===== config.mk =====
export PLATFORM = sky130hd
export DESIGN_NAME = div_iter
export DESIGN_NICKNAME = d
export VERILOG_FILES = /design/src/rtl/div_iter_pkg.sv /design/src/rtl/div_sub.sv /design/src/rtl/div_iter.sv
export SDC_FILE = /design/constraint.sdc
export NUM_CORES = 1
export LEC_CHECK = 0
export BUFFER_PORTS_ARGS = -buffer_cell sky130_fd_sc_hd__buf_2
export CORE_ASPECT_RATIO = 1.2
export CORE_UTILIZATION = 34
export CTS_BUF_LIST = sky130_fd_sc_hd__clkbuf_4 sky130_fd_sc_hd__clkbuf_8
export CTS_CLUSTER_DIAMETER = 60
export DETAILED_ROUTE_END_ITERATION = 10
export PLACE_DENSITY = 0.57
export SLEW_MARGIN = 20
export SYNTH_ARGS = -nofsm -noshare
export SYNTH_HDL_FRONTEND = slang
export SYNTH_SLANG_ARGS = --single-unit
export TNS_END_PERCENT = 100

===== constraint.sdc =====
create_clock -name clk -period 4.2 [get_ports clk]
set_input_delay 0.42 -clock clk [delete_from_list [all_inputs] [get_ports clk]]
set_output_delay 0.42 -clock clk [all_outputs]
set_load 0.01 [all_outputs]

===== src/rtl/div_iter_pkg.sv =====
`default_nettype none
// ============================================================================
//  Module      : div_iter_pkg
//  Description : Shared types and constants for the iterative divider.
//  Revision    : 1.0 - initial release
// ============================================================================
package div_iter_pkg;

    // Divider control states; the done pulse is a register, not a state
    typedef enum logic [1:0] {
        ST_IDLE = 2'd0,
        ST_CALC = 2'd1,
        ST_FIX  = 2'd2
    } div_state_e;

    // Widest operand the all-ones divide-by-zero quotient is provided for
    localparam int MAX_WIDTH = 64;

    // Quotient reported for a zero divisor; users take the low WIDTH bits
    localparam logic [MAX_WIDTH-1:0] DIV_ZERO_Q = '1;

endpackage
`default_nettype wire


===== src/rtl/div_sub.sv =====
`default_nettype none
// ============================================================================
//  Module      : div_sub
//  Description : W-bit subtractor computing a - b as a + ~b + 1 from
//                full-adder generate/propagate terms, with 4-bit group
//                lookahead between groups. borrow=1 when a < b (unsigned).
//  Revision    : 1.0 - initial release
// ============================================================================
module div_sub #(
    parameter int W = 33
) (
    input  logic [W-1:0] a,
    input  logic [W-1:0] b,
    output logic [W-1:0] diff,
    output logic         borrow
);

    localparam int NG = (W + 3) / 4;

    logic [W-1:0]  w_bn;
    logic [W-1:0]  w_g;
    logic [W-1:0]  w_p;
    logic [NG-1:0] grp_g;
    logic [NG-1:0] grp_p;
    logic [NG-1:0] grp_c;
    logic          carry;

    // Per-bit full-adder terms with the subtrahend inverted
    assign w_bn = ~b;
    assign w_g  = a & w_bn;
    assign w_p  = a ^ w_bn;

    for (genvar k = 0; k < NG; k++) begin : g_grp
        localparam int LO = 4 * k;
        localparam int HI = (4 * k + 3 < W) ? (4 * k + 3) : (W - 1);
        localparam int GW = HI - LO + 1;

        logic [GW-1:0] gg;
        logic [GW-1:0] pp;
        logic [GW-1:0] ds;
        logic          gen_r;
        logic          prop_r;
        logic          c;

        assign gg = w_g[HI:LO];
        assign pp = w_p[HI:LO];

        // Group generate/propagate for the lookahead chain
        always_comb begin
            gen_r  = 1'b0;
            prop_r = 1'b1;
            for (int j = 0; j < GW; j++) begin
                gen_r  = gg[j] | (pp[j] & gen_r);
                prop_r = prop_r & pp[j];
            end
        end

        // Full-adder sum bits rippling from the group carry-in
        always_comb begin
            ds = '0;
            c  = grp_c[k];
            for (int j = 0; j < GW; j++) begin
                ds[j] = pp[j] ^ c;
                c     = gg[j] | (pp[j] & c);
            end
        end

        assign grp_g[k]   = gen_r;
        assign grp_p[k]   = prop_r;
        assign diff[HI:LO] = ds;
    end

    // Group carry lookahead; the +1 of two's complement is the chain carry-in
    always_comb begin
        grp_c = '0;
        carry = 1'b1;
        for (int k = 0; k < NG; k++) begin
            grp_c[k] = carry;
            carry    = grp_g[k] | (grp_p[k] & carry);
        end
    end

    assign borrow = ~carry;

endmodule
`default_nettype wire


===== src/rtl/div_iter.sv =====
`default_nettype none
// ============================================================================
//  Module      : div_iter
//  Description : Iterative radix-2 restoring divider (DIV/DIVU) with a
//                start/busy/done handshake, cancel and divide-by-zero flag.
//                One trial subtraction per cycle, sign fix-up in a final cycle.
//  Revision    : 1.0 - initial release
// ============================================================================
module div_iter
    import div_iter_pkg::*;
#(
    parameter int WIDTH = 32,
    parameter int CNT_W = 6
) (
    input  logic             clk,
    input  logic             resetn,
    input  logic             start,
    input  logic             signed_div,
    input  logic [WIDTH-1:0] dividend,
    input  logic [WIDTH-1:0] divisor,
    input  logic             cancel,
    output logic             busy,
    output logic             done,
    output logic [WIDTH-1:0] quotient,
    output logic [WIDTH-1:0] remainder,
    output logic             div_by_zero
);

    div_state_e       state_q, state_d;
    logic [WIDTH-1:0] q_q, q_d;          // dividend shifting out, quotient in
    logic [WIDTH-1:0] rem_q, rem_d;      // partial remainder (always < divisor)
    logic [WIDTH-1:0] dsr_q, dsr_d;
    logic [CNT_W-1:0] cnt_q, cnt_d;
    logic             q_neg_q, q_neg_d;
    logic             r_neg_q, r_neg_d;
    logic [WIDTH-1:0] quot_q, quot_d;
    logic [WIDTH-1:0] remo_q, remo_d;
    logic             dbz_q, dbz_d;
    logic             done_q, done_d;

    logic [WIDTH:0]   w_shift;
    logic [WIDTH:0]   w_trial;
    logic             w_borrow;
    logic [WIDTH-1:0] w_dvd_abs;
    logic [WIDTH-1:0] w_dsr_abs;
    logic             unused_trial_msb;

    // The partial remainder stays below the divisor, so the trial MSB of an
    // accepted subtraction is always zero and only WIDTH bits are stored
    assign w_shift          = {rem_q, q_q[WIDTH-1]};
    assign unused_trial_msb = w_trial[WIDTH];

    div_sub #(
        .W      (WIDTH + 1)
    ) u_sub (
        .a      (w_shift),
        .b      ({1'b0, dsr_q}),
        .diff   (w_trial),
        .borrow (w_borrow)
    );

    assign w_dvd_abs = (signed_div && dividend[WIDTH-1]) ? -dividend : dividend;
    assign w_dsr_abs = (signed_div && divisor[WIDTH-1])  ? -divisor  : divisor;

    // Next-state, datapath and result logic
    always_comb begin
        state_d = state_q;
        q_d     = q_q;
        rem_d   = rem_q;
        dsr_d   = dsr_q;
        cnt_d   = cnt_q;
        q_neg_d = q_neg_q;
        r_neg_d = r_neg_q;
        quot_d  = quot_q;
        remo_d  = remo_q;
        dbz_d   = dbz_q;
        done_d  = 1'b0;

        case (state_q)
            ST_IDLE: begin
                if (start && !cancel) begin
                    if (divisor == '0) begin
                        // Zero divisor finishes immediately with the raw dividend
                        done_d = 1'b1;
                        dbz_d  = 1'b1;
                        quot_d = DIV_ZERO_Q[WIDTH-1:0];
                        remo_d = dividend;
                    end else begin
                        q_d     = w_dvd_abs;
                        dsr_d   = w_dsr_abs;
                        q_neg_d = signed_div & (dividend[WIDTH-1] ^ divisor[WIDTH-1]);
                        r_neg_d = signed_div & dividend[WIDTH-1];
                        rem_d   = '0;
                        cnt_d   = CNT_W'(WIDTH);
                        state_d = ST_CALC;
                    end
                end
            end
            ST_CALC: begin
                if (cancel) begin
                    state_d = ST_IDLE;
                end else begin
                    if (!w_borrow) begin
                        rem_d = w_trial[WIDTH-1:0];
                        q_d   = {q_q[WIDTH-2:0], 1'b1};
                    end else begin
                        rem_d = w_shift[WIDTH-1:0];
                        q_d   = {q_q[WIDTH-2:0], 1'b0};
                    end
                    cnt_d = cnt_q - 1'b1;
                    if (cnt_q == CNT_W'(1)) begin
                        state_d = ST_FIX;
                    end
                end
            end
            ST_FIX: begin
                state_d = ST_IDLE;
                if (!cancel) begin
                    quot_d = q_neg_q ? -q_q : q_q;
                    remo_d = r_neg_q ? -rem_q : rem_q;
                    dbz_d  = 1'b0;
                    done_d = 1'b1;
                end
            end
            default: begin
                state_d = ST_IDLE;
            end
        endcase
    end

    // State and datapath registers, cleared asynchronously
    always_ff @(posedge clk or negedge resetn) begin
        if (!resetn) begin
            state_q <= ST_IDLE;
            q_q     <= '0;
            rem_q   <= '0;
            dsr_q   <= '0;
            cnt_q   <= '0;
            q_neg_q <= 1'b0;
            r_neg_q <= 1'b0;
            quot_q  <= '0;
            remo_q  <= '0;
            dbz_q   <= 1'b0;
            done_q  <= 1'b0;
        end else begin
            state_q <= state_d;
            q_q     <= q_d;
            rem_q   <= rem_d;
            dsr_q   <= dsr_d;
            cnt_q   <= cnt_d;
            q_neg_q <= q_neg_d;
            r_neg_q <= r_neg_d;
            quot_q  <= quot_d;
            remo_q  <= remo_d;
            dbz_q   <= dbz_d;
            done_q  <= done_d;
        end
    end

    assign busy        = (state_q != ST_IDLE);
    assign done        = done_q;
    assign quotient    = quot_q;
    assign remainder   = remo_q;
    assign div_by_zero = dbz_q;

endmodule
`default_nettype wire


==> flow_metrics.py, run 1 <==
metrics = {
    "sta": {
        "fin_skew_ns": 0.0172,
        "rsz0062_at_grt": "false",
        "setup_viol": 0,
        "tightest_slew_ns": 0.949,
        "setup_tns_ns": 0,
        "max_slew_margin_pct": 36.7,
        "holdWs_ns": 0.0303,
        "min_period_ns": 4.01,
        "setup_ws_ns": 0.188,
        "clock.fmax_mhz": 249,
        "fin_crit_sh_pct": 95.5,
        "hold_viol": 0,
        "slew_viol_final": 0,
    },
    "die": {
        "pin_count": 136,
        "initial_core_util_pct": 34.7,
        "core_mm2": 0.0323,
        "dieArea_mm2": 0.0337,
        "row_count": 72,
        "die_h_um": 201,
        "die_width_um": 168,
    },
    "critical_path": {
        "max_stage_delay_ns": 0.40,
        "worstPathMaxFanout": 4,
        "required_ns": 4.56,
        "startpoint_type": "flip-flop",
        "crit_chain": "inv_1, ha_1, o21a_1, o211ai_1, nand2_1, a41o_1, or2_2, a31oi_2, inv_1, fa_1, fa_1, fa_1, xor2_1, a221o_1",
        "critPathMostFrequentCell": "fa_1",
        "crit_path_end_kind": "flip-flop",
        "crit_arrival_ns": 4.37,
        "crit_type": "reg2reg",
        "reg2reg_slack_ns": 0.19,
        "cp_slowest_cell": "fa_1",
    },
    "power_and_ir_drop": {
        "power_switching_mw": 3.12,
        "p_total_mw": 7.12,
        "p_leak_nw": 6.05,
        "p_comb_share_pct": 46.8,
        "vdd_drop_max_v": 0.000227,
        "seqPwrFrac_pct": 37.4,
        "cell_internal_pwr_mw": 3.99,
        "clkPwrFrac_pct": 15.8,
        "cellPowerDensity_mw_per_mm2": 560,
        "swShare_pct": 43.9,
    },
    "yosys": {
        "syn_nets": 1402,
        "avgSynthCellArea_um2": 8.82,
        "netlist_area_mm2": 0.0112,
        "yosys-top-cells-count": "dfrtp_1, nand2_1, o21ai_0, nor2_1, a21oi_1",
        "ys_types": 60,
        "async_flop_share_pct": 100,
        "synth_cells": 1271,
        "ys_warn_count": 0,
        "synthTopCellsByArea": "dfrtp_1, o21ai_0, xor2_1",
        "synth_top_area_share_pct": 38.4,
        "synth_enable_flop_cells": 0,
        "synth_area_leader_cell": "dfrtp_1",
        "ys.flop_type": "dfrtp_1",
        "synth_seq_cells": 172,
        "ys_seq_area_share_pct": 38.4,
        "synth_most_common_cell": "dfrtp_1",
    },
    "finish": {
        "multiInputGateArea_mm2": 0.00639,
        "n_fill_cell": 3284,
        "drive_gt1_share_pct": 15.5,
        "diodes": 0,
        "area_delta_synth_final_pct": 13.4,
        "seqCellArea_mm2": 0.00430,
        "fin_nets": 1516,
    },
    "clock_network": {
        "post-cts-setup-buffers": 0,
        "cts.sinks": 172,
        "cts.htree.levels": 4,
        "clkLatencyLatePin_ns": 0.47,
        "cts-buffers-inserted": 17,
        "cts_root_buf": "clkbuf_8",
        "clk_pin_slew_ns": 0.09,
        "clock_path_buffers": 2,
        "cts_tree": "built",
    },
    "place": {
        "post-place-ws_ns": 0.180,
        "dp_hpwl_um": 22700,
        "gp_congestion": 0.893,
        "io_buffers": 135,
    },
    "drt": {
        "wl_per_cell_um": 16.6,
        "wirelength_um": 29900,
        "drt-vias-per-instance": 5.24,
        "ant_nets": 0,
        "drc": 0,
        "drt_iter0_markers": 514,
        "first_pass_iters": 4,
        "num_vias": 9450,
    },
    "grt": {
        "grt_max_degree": 91,
        "track_usage_pct": 18.4,
        "grt_pass1_vias": 9290,
        "grt_pass1_wl_um": 48900,
        "antenna_found_initial": 0,
        "grt-ovfl-total": 0,
    },
    "worst_hold_path": {
        "hold_class": "in2async",
    },
    "job": {
        "maxCapViolations": 0,
    },
    "status": {
        "outcome": "complete, no violations",
    },
}
-- flip-flops by register name, summed over array words and instances (netlist names) --
register,flops
rem_q,32
cnt_q,6
state_q,2
remainder,32
r_neg_q,1
div_by_zero,1
quotient,32
q_neg_q,1
done,1
q_q,32
dsr_q,32
-- area by class of cell --
| class | count | area share (%) |
|---|---|---|
| Clock buffer | 19 | 1.96 |
| Inverter | 63 | 1.90 |
| Sequential cell | 172 | 33.8 |
| Multi-Input combinational cell | 966 | 50.2 |
| Timing Repair Buffer | 165 | 7.13 |
| Tap cell | 407 | 4.00 |
| Clock inverter | 12 | 0.915 |
-- per-layer routing --
layer | share of wire, % | track usage, % | vias to the layer above
met4 | 3.2 | 8.22 | 0
met3 | 3.0 | 2.50 | 51
met2 | 48 | 30.6 | 200
li1 | - | - | 4689
met5 | 0 | 0 | -
met1 | 46 | 23.6 | 4510
-- metrics by stage --
stage | instances | area, um^2 | utilization, %
after floorplan | 1271 | 11200 | -
after global placement | 1773 | 12300 | 38.2
after detailed placement | 1773 | 12300 | 38.2
after CTS | 1804 | 12700 | 39.3
after global routing | 1804 | 12700 | 39.3
final | 1804 | 12700 | 39.3
-- cell usage in the layout, fill, tap and decap left out, types with 9 or more instances in the layout --
master / instances
a211oi_1: 11
a21o_1: 11
a21oi_1: 80
a221o_1: 33
a31oi_1: 19
and2_1: 34
buf_2: 134
buf_4: 30
clkbuf_8: 17
dfrtp_1: 172
fa_1: 23
ha_1: 39
inv_1: 62
mux2i_1: 9
nand2_1: 155
nand2b_1: 10
nand3_1: 13
nor2_1: 107
nor3_1: 18
nor4_1: 13
o21ai_0: 125
o31ai_1: 26
o41ai_1: 14
or3_1: 10
or4_1: 17
xnor2_1: 59
xor2_1: 71
-- power groups by stage --
| stage | Combinational [mW] | Clock, mW | Sequential (mW) |
|---|---|---|---|
| floorplan | 2.35 | 0 | 2.61 |
| global placement | 3.29 | 0 | 2.67 |
| detailed placement | 3.35 | 0 | 2.69 |
| CTS | 3.37 | 1.18 | 2.66 |
| global route | 3.81 | 1.23 | 2.75 |
| finish | 3.33 | 1.13 | 2.66 |
-- cell families after synthesis --
family | synth area share [%]
adders and majority gates | 8.46
buffers and inverters | 4.98
AOI/OAI and AO/OA | 19.7
muxes | 0.804
and+or+nand+nor | 17.5
xor gates and xnor gates | 10.2
DFF | 38.4
-- worst max-delay path: cells and delay by family, from the launching register on --
family	cells	cell delay (ns)
adder cells (fa/ha/maj)	4	1.51
AO/OA/AOI/OAI	5	1.19
AND/OR/NAND/NOR	2	0.47
flip-flops	1	0.39
XOR/XNOR	1	0.18
buffers and inverters	2	0.17
-- worst paths after layout --
kind                                endpoint         start  cells after the start
worst max register to register     rem_q[19]       q_q[31]                     14
max in group asynchronous         state_q[0]        resetn                      2
worst min-delay path             quotient[7]        resetn                      1
worst min register to register  quotient[12]  quotient[12]                      2
worst max-delay path               rem_q[19]       q_q[31]                     14
min in group clk                    dsr_q[1]    divisor[1]                      3
-- timing repair --
| action | CTS | global route |
|---|---|---|
| hold buffers | 0 | 0 |
| setup endpoints to repair | 0 | 1 |
| resized for setup | 0 | 1 |
Power figures use the tool's default switching activity.
==> run 2, diff against run 1 <==
--- a/config.mk
+++ b/config.mk
@@ -10,10 +10,12 @@
 export CORE_UTILIZATION = 34
 export CTS_BUF_LIST = sky130_fd_sc_hd__clkbuf_4 sky130_fd_sc_hd__clkbuf_8
 export CTS_CLUSTER_DIAMETER = 60
+export CTS_CLUSTER_SIZE = 20
 export DETAILED_ROUTE_END_ITERATION = 10
 export PLACE_DENSITY = 0.57
+export REMOVE_ABC_BUFFERS = 1
 export SLEW_MARGIN = 20
 export SYNTH_ARGS = -nofsm -noshare
 export SYNTH_HDL_FRONTEND = slang
 export SYNTH_SLANG_ARGS = --single-unit
-export TNS_END_PERCENT = 100
+export TNS_END_PERCENT = 20
==> run 2 against run 1 <==
Register-to-register slack is essentially flat; clock power grew 12%; via count shrank 1.4%; design area grew 0.59%; critical path depth is the same; non-clock buffer count grew 2; clock-buffer cell count is the same; cell count grew 0.11%; hold slack gained 0.018 ns; clock skew is essentially flat; sequential share of layout area shrank 0.20 points; critical path type unchanged.
==> flow_metrics.py, run 2 (synthesis gave the netlist of run 1 again) <==
metrics = {
    "drt": {
        "ant_nets": 0,
        "wirelength_um": 30300,
        "num_vias": 9313,
        "drc": 0,
        "drt_iter0_markers": 439,
        "wl_per_cell_um": 16.8,
        "first_pass_iters": 5,
        "drt-vias-per-instance": 5.16,
    },
    "place": {
        "gp_congestion": 0.843,
        "dp_hpwl_um": 23300,
        "post-place-ws_ns": 0.206,
        "dp.cells": 1775,
        "io_buffers": 135,
        "place_area_mm2": 0.0124,
    },
    "sta": {
        "hold_viol": 0,
        "tightest_slew_ns": 0.954,
        "fin_crit_sh_pct": 95.3,
        "rsz0062_at_grt": "false",
        "min_period_ns": 4.00,
        "setup_viol": 0,
        "slew_viol_final": 0,
        "clock.fmax_mhz": 250,
        "fin_skew_ns": 0.0175,
        "setup_ws_ns": 0.197,
        "max_slew_margin_pct": 36.2,
    },
    "critical_path": {
        "critPathTopFamily": "adder cells",
        "required_ns": 4.56,
        "max_stage_delay_ns": 0.39,
        "worstPathMaxFanout": 4,
        "crit_arrival_ns": 4.36,
        "crit_buf_inv": 1,
        "cp_slowest_cell": "fa_1",
        "crit_path_end_kind": "flip-flop",
        "startpoint_type": "flip-flop",
        "r2r_cells": 14,
        "cp.depth": 14,
        "crit_type": "reg2reg",
        "critPathMostFrequentCell": "fa_1",
        "crit_chain": "inv_1, ha_1, o21a_1, o211ai_1, nand2_1, a41o_1, or2_2, a31oi_1, o21bai_1, fa_1, fa_1, fa_1, xor2_1, a221o_1",
    },
    "clock_network": {
        "clk_pin_slew_ns": 0.09,
        "cts_tree": "built",
        "cts.htree.levels": 4,
        "clock_path_buffers": 2,
        "cts-buffers-inserted": 17,
        "cts.sinks": 172,
        "cts_root_buf": "clkbuf_8",
        "clkLatencyLatePin_ns": 0.48,
    },
    "die": {
        "core_mm2": 0.0323,
        "initial_core_util_pct": 34.7,
        "row_count": 72,
        "dieArea_mm2": 0.0337,
        "die_width_um": 168,
        "die_h_um": 201,
        "pin_count": 136,
    },
    "finish": {
        "mostFrequentLayoutCells": "dfrtp_1, nand2_1, buf_2, o21ai_0, nor2_1",
        "utilization_pct": 39.6,
        "final_cell_count_no_fill": 1806,
        "drive_gt1_share_pct": 15.6,
        "design_area_mm2": 0.0128,
        "fin_nets": 1518,
        "layout.cells.most_common": "dfrtp_1",
        "area_delta_synth_final_pct": 14.1,
        "diodes": 0,
    },
    "grt": {
        "grt-ovfl-total": 0,
        "antenna_found_initial": 0,
        "grt_max_degree": 96,
        "grt_pass1_vias": 9218,
        "track_usage_pct": 18.4,
        "grt_pass1_wl_um": 49200,
    },
    "power_and_ir_drop": {
        "p_leak_nw": 6.08,
        "vdd_drop_max_v": 0.000234,
        "cellPowerDensity_mw_per_mm2": 568,
        "p_total_mw": 7.27,
    },
    "worst_hold_path": {
        "hold_class": "in2async",
    },
    "job": {
        "maxCapViolations": 0,
    },
    "status": {
        "outcome": "complete, no violations",
    },
}
run 2: cell types whose count changed in the layout (fill, tap and decap cells not counted):
| cell | previous run | this run |
|---|---|---|
| buf_12 | 0 | 1 |
| clkbuf_4 | 2 | 1 |
| inv_6 | 2 | 3 |
| inv_8 | 1 | 0 |
| o21ai_1 | 2 | 3 |
| buf_4 | 30 | 31 |
| a31oi_2 | 1 | 0 |
| clkinv_2 | 2 | 0 |
| clkbuf_8 | 17 | 18 |
| a31oi_1 | 19 | 20 |
| bufinv_16 | 1 | 3 |
| o21ai_0 | 125 | 124 |
run 2: power by group:
part	leakage [nW]	switching [mW]	total [mW]	internal [mW]
logic	3.60	1.96	3.34	1.38
registers	2.28	0.507	2.66	2.15
clock network	0.199	0.653	1.27	0.614
total	6.08	3.12	7.27	4.14
run 2: stage by stage:
stage	TNS [ns]	hold slack, ns
after detailed placement	0	0.454
after floorplan	-66.38	0.124
final	0	0.0485
after CTS	0	0.0642
after global placement	0	0.451
after global routing	0	0.0936
run 2: cell type report:
class	count	area, um^2
clock buffer	19	255
fill	3332	19600
clock inverter	12	164
multi-input combinational	966	6380
inverter	63	241
tap	407	509
sequential	172	4300
timing repair buffer	167	935
run 2: path summary, 6_finish.rpt:
check / startpoint / to / slack (ns)
max: q_q[31] / rem_q[23] / 0.20
min: resetn / quotient[28] / 0.05
max reg2reg: q_q[31] / rem_q[23] / 0.20
min reg2reg: quotient[6] / quotient[6] / 0.47
max in group asynchronous: resetn / quotient[4] / 3.16
min in group clk: divisor[1] / dsr_q[1] / 0.23
run 2: per-layer routing:
metal	track usage (%)	routed length (um)	vias to the layer above
li1	-	-	4688
met5	0	0	-
met3	2.70	1110	36
met1	23.1	13500	4415
met4	7.11	779	0
met2	31.8	14900	174
run 2: repair_timing:
item                       in CTS  in global routing
hold buffers                    0                  0
setup buffers                   0                  0
gates resized for setup         0                  1
setup endpoints to repair       0                  2
